--- src/rtl/bit_scan_encoder.sv ---
// ----------------------------------------------------------------------------
// bit_scan_encoder
//
// Sequential priority encoder. A request vector is captured on an accepted
// load and then every set bit is emitted as a binary index, lowest first,
// one index per valid/ready handshake. A single-cycle done pulse marks the
// end of each burst (including a load of an all-zero vector), and count
// reports how many indices the current or most recent burst has emitted.
//
// Ports
//   clk    in   1     clock, all state changes on the rising edge
//   reset  in   1     synchronous, active-high reset
//   req    in   N     request vector, sampled only when a load is accepted
//   load   in   1     capture req and start a burst (only while idle)
//   busy   out  1     high while a burst is in progress
//   y      out  M     index of the lowest pending bit (0 when nothing pending)
//   valid  out  1     y holds an index not yet consumed
//   ready  in   1     consumer takes y on a cycle where valid && ready
//   done   out  1     one-cycle pulse after the last handshake / empty load
//   count  out  M+1   indices emitted in the current/last burst
// ----------------------------------------------------------------------------
module bit_scan_encoder #(
    parameter int N = 8,
    parameter int M = $clog2(N)
) (
    input  logic         clk,
    input  logic         reset,
    input  logic [N-1:0] req,
    input  logic         load,
    output logic         busy,
    output logic [M-1:0] y,
    output logic         valid,
    input  logic         ready,
    output logic         done,
    output logic [M:0]   count
);

    typedef enum logic {
        IDLE,
        SCAN
    } state_t;

    state_t         state_q, state_d;
    logic [N-1:0]   pend_q, pend_d;
    logic [M:0]     count_q, count_d;
    logic           done_q, done_d;

    logic [N-1:0]   lowest_onehot;
    logic [M-1:0]   lowest_index;

    // State register: every flop of the block, cleared together on reset so
    // an aborted burst leaves no pending bits and raises no done pulse.
    always_ff @(posedge clk) begin
        if (reset) begin
            state_q <= IDLE;
            pend_q  <= '0;
            count_q <= '0;
            done_q  <= 1'b0;
        end else begin
            state_q <= state_d;
            pend_q  <= pend_d;
            count_q <= count_d;
            done_q  <= done_d;
        end
    end

    // Lowest pending bit, both as a one-hot mask (two's-complement trick:
    // x & -x isolates the least significant one) and as a binary index.
    // The index loop runs high to low so the lowest set bit wins; with no
    // bit pending the index stays 0.
    always_comb begin
        lowest_onehot = pend_q & (~pend_q + {{(N-1){1'b0}}, 1'b1});
        lowest_index  = '0;
        for (int i = N - 1; i >= 0; i--) begin
            if (pend_q[i]) begin
                lowest_index = M'(i);
            end
        end
    end

    // Next-state logic. Loads are only looked at in IDLE, so a load during a
    // burst is dropped and req is never sampled mid-burst. A handshake on the
    // last pending bit returns to IDLE and schedules done for the next cycle,
    // which is also why a load in the done cycle is accepted straight away.
    always_comb begin
        state_d = state_q;
        pend_d  = pend_q;
        count_d = count_q;
        done_d  = 1'b0;
        unique case (state_q)
            IDLE: begin
                if (load) begin
                    count_d = '0;
                    if (req != '0) begin
                        pend_d  = req;
                        state_d = SCAN;
                    end else begin
                        done_d = 1'b1;
                    end
                end
            end
            SCAN: begin
                if (ready) begin
                    pend_d  = pend_q & ~lowest_onehot;
                    count_d = count_q + {{M{1'b0}}, 1'b1};
                    if ((pend_q & ~lowest_onehot) == '0) begin
                        state_d = IDLE;
                        done_d  = 1'b1;
                    end
                end
            end
            default: begin
                state_d = IDLE;
            end
        endcase
    end

    // Outputs are all decoded from registered state, so nothing on the
    // consumer side ever sees a combinational path from ready or load.
    always_comb begin
        valid = (state_q == SCAN);
        busy  = (state_q == SCAN);
        y     = lowest_index;
        done  = done_q;
        count = count_q;
    end

endmodule

--- config.mk ---
export PLATFORM = sky130hd
export DESIGN_NAME = bit_scan_encoder
export DESIGN_NICKNAME = d
export VERILOG_FILES = /design/src/rtl/bit_scan_encoder.sv
export SDC_FILE = /design/constraint.sdc
export NUM_CORES = 1
export LEC_CHECK = 0
export BUFFER_PORTS_ARGS = -buffer_cell sky130_fd_sc_hd__buf_2
export CORE_UTILIZATION = 44
export DETAILED_ROUTE_END_ITERATION = 8
export PLACE_DENSITY = 0.72
export SYNTH_ARGS = -nofsm -noshare
export SYNTH_HDL_FRONTEND = slang
export SYNTH_SLANG_ARGS = --single-unit
--- constraint.sdc ---
create_clock -name clk -period 1.9 [get_ports clk]
set_input_delay 0.095 -clock clk [delete_from_list [all_inputs] [get_ports clk]]
set_output_delay 0.095 -clock clk [all_outputs]
set_load 0.03 [all_outputs]
After elaboration in Yosys (flattened, before gate mapping). Index checks and enable logic that the tools add are counted.

$add $sub $neg: 2. Bitwise operators: 5. Mux-type cells: 25. Eq/ne operators: 3. Reduce and logical (&&, ||, !) cells: 4.

Operator list (number): 3-bit two-way mux (8); 8-bit two-way mux (3); 8-bit AND (2); 8-bit inverter (2); 8-bit case mux with 2 select lines (1); 8-bit by 1-bit adder with 8-bit output, second input constant (1); 8-bit logical NOT (1); 1-bit two-way mux (8); 4-bit two-way mux (2); 4-bit case mux with 2 select lines (1); 8-bit nonzero test (1); 2-bit != test, second input constant (3); 4-bit by 1-bit adder with 4-bit output, second input constant (1); 1-bit case mux with 2 select lines (2); 3-bit AND reduction (1); 2-bit AND reduction (1); 1-bit inverter (1).

Output and inout port bits: 10. Flip-flop bits (word level): 14.

Logic depth before layout (Yosys ltp).
Depth in word-level cells: 9. Mapped depth: 6. Gate-level depth less buffers: 4.

Worst setup path after synthesis. Ideal clock, no wire load.

Path type: register to register. Start: reg pend_q[0]. End: reg pend_q[6]. Clock period less this slack: 1.813 ns. Slack: 0.087 ns. Stages on the path, launching flop included: 7. Data arrival time: 1.686 ns. Required time: 1.772 ns. Cell sequence: dfxtp_1 buf_6 or4_1 clkbuf_2 or4_1 a32oi_1 nor2_1.

Word-level cells in the longest chain between the ends: 7.

Ends and longest elaborated chain: start: declaration (line 44) `logic [N-1:0] pend_q, pend_d;`; start signal: assignment (line 61) `pend_q <= pend_d;`; 8-bit inverter (line 72) `lowest_onehot = pend_q & (~pend_q + {{(N-1){1'b0}}, 1'b1});`; 8-bit by 1-bit adder with 8-bit output (line 72); 8-bit AND (line 72); 8-bit inverter (line 104) `pend_d = pend_q & ~lowest_onehot;`; 8-bit AND (line 104); 8-bit two-way mux (line 103) `if (ready) begin`; 8-bit case mux with 2 select lines (line 90) `unique case (state_q)`.

Every way passes these cells. The select of a mux whose other input is x is not followed. A chain may end at the register's enable or synchronous reset.

Final worst setup path.
Start: reg pend_q[2]. End: out y[2].

Word-level cells in the longest chain between the ends: 3.

Ends and longest elaborated chain: 3-bit two-way mux (3 in a row) (line 75) `if (pend_q[i]) begin`; end: declaration (line 31) `output logic [M-1:0] y,`.

Every way passes these cells.

==> results.tsv <==
metric	value	unit
power_leakage	0.000411	µW
setup_slack	111	ps
synth_edf_count	0	
gp_congestion	0.857	
seqPwrFrac	44.2	%
antenna_found_initial	0	
multi_input_area	445	µm²
cts_hold_buffers	0	
core_area	0.00158	mm²
ant_nets	0	
via_count	812	
ir_worst_vdd	417	µV
cap_violations	0	
pwr-share-comb	27.3	%
path_cells	or4_1 -> buf_4 -> a21oi_1 -> buf_2	
routedWlPerCell	14.2	µm
synth.avg_cell_area	8.11	µm²
fmax	559	MHz
p_int	507	µW
regToRegSetupSlack	130	ps
arrival	1690	ps
clockBufferDepth	2	
slew_violations	0	
die_w	44.1	µm
final_cell_mix	buf_2, dfxtp_1, a21oi_1, nand2_1, nor2_1	
dp_slack	142	ps
critPathTopFamily	simple AND/OR/NAND/NOR gates	
clock_latency	280	ps
post-route-period-util	94.2	%
clockRootBuffer	clkbuf_4	
power.switching	243	µW
clock_power_share	28.6	%
ys_seq_elements	14	
cp_slowest_cell	or4_1	
path_class	register to output port	
avgViaCountPerCell	5.93	
hp-class	primary input to register	
synthArstFlopShare	0	%
critical_path.max_fanout	7	
required	1800	ps
grt.overflow.total	0	
synthCells	96	
portBuffers	21	
setup.worst_path.start_class	register	
drive_gt1_share	28.9	%
hold_viol	0	
syn_area	778	µm²
die_area	0.00194	mm²
area_growth	22.2	%
grt_pass1_vias	686	
nets	135	
grt_setup_unrepaired	no	
grt_pass1_wl	3040	µm
yosysUniqueCellTypes	38	
power_density	789	mW/mm²
grt_usage	21.5	%
grt_start_max_net_pins	14	
cts_buffers	3	
clock-sinks	14	
worst_path_largest_cell_delay	550	ps
clk_pin_slew	80	ps
ctsResizeCount	0	
synthFlopType	dfxtp_1	
power.share.switching	32.4	%
syn-num-nets	109	
period_minus_slack	1790	ps
relSlewSlack	74.4	%
dr.pass1.iters	4	
synth_warnings	0	
worst_slew_pin_slew	374	ps
drcViolationCount	0	
regArea	280	µm²
ioPinCount	22	
synth.yosys.seq_area_share	36.0	%
routed_wirelength	1950	µm
htreeDepth	1	
rows	14	
final.setup.tns	0	ps
drtIter0Drc	32	
postCtsSetupRepairBufs	0	
cts_tree	built	
end_kind	output port	
worstPathBufferInverterCount	2	
clock_skew	7.31	ps
n_antenna_cell	0	
final_common_cell	buf_2	
status	complete, no violations	
dp_hpwl	1410	µm
n_fill_cell	164	
dieHeight	44.1	µm
start_util	49.4	%
finalSetupViolCount	0	
[through the flow]
step | std cells | hold WS [ps] | utilization [%] | total power [µW] | area [µm²]
6_report | 137 | 60.6 | 60.3 | 750 | 951
5_1_grt | 137 | 67.6 | 60.3 | 791 | 951
4_1_cts | 137 | 51.1 | 60.3 | 753 | 951
3_5_place_dp | 133 | 344 | 58.0 | 539 | 915
3_3_place_gp | 133 | 332 | 58.0 | 538 | 915
2_1_floorplan | 96 | 167 | - | 474 | 778
[layout make-up]
class	count	area share (%)
multi-input cells	72	46.8
clock buffers	4	3.82
flip-flops and latches	14	29.5
repair buffers	28	16.6
inverters	3	1.18
well taps	16	2.11
[sequential cells by signal, indices dropped and copies added (netlist names)]
register,count
done,1
busy,1
count,4
pend_q,8
[synth_stat cells (3+ instances only)]
cell      n  area share, %
o21ai_0   4            2.6
nand2_1   9            4.3
dfxtp_1  14             36
a21oi_1  11            7.1
inv_1     3            1.4
nor2_1    8            3.9
nor3_1    3            1.9
or4_1     4            3.9
a32oi_1   3            3.4
[final timing paths]
path                                start         to  cells past startpoint
worst max-delay path            pend_q[2]       y[2]                      4
worst min-delay path               req[0]  pend_q[0]                      3
worst max register to register  pend_q[2]       done                      5
worst min register to register  pend_q[3]  pend_q[3]                      2
[worst reg2reg max path: cells and delay by family, from the launching register on]
| kind | cells | cell delay, ps |
|---|---|---|
| compound gates | 3 | 630 |
| buf+inv | 1 | 170 |
| flops | 1 | 370 |
| simple gates | 1 | 550 |
[cell families (layout without fill, tap and decap cells)]
group / Yosys count / in the layout / synth area share (%)
AOI/OAI and AO/OA: 36 / 36 / 31.7
muxes: 1 / 1 / 1.29
adders and majority gates: 3 / 3 / 4.18
and+or+nand+nor: 32 / 32 / 20.1
buffers and inverters: 10 / 35 / 6.75
DFF: 14 / 14 / 36.0
[layer usage]
metal	vias to the layer above	wire (µm)	part of all wire [%]	track usage [%]
met1	363	891	46	28.2
li1	416	-	-	-
met2	29	940	48	33.5
met4	0	34	1.7	13.3
met3	4	87	4.5	2.86
met5	-	0	0	0
[power groups by stage]
stage	registers, µW	clock network (µW)	logic [µW]
3_3_place_gp	337	0	201
4_1_cts	331	220	203
5_1_grt	335	234	222
2_1_floorplan	341	0	132
6_report	331	214	204
3_5_place_dp	337	0	201
Power figures use the tool's default switching activity.
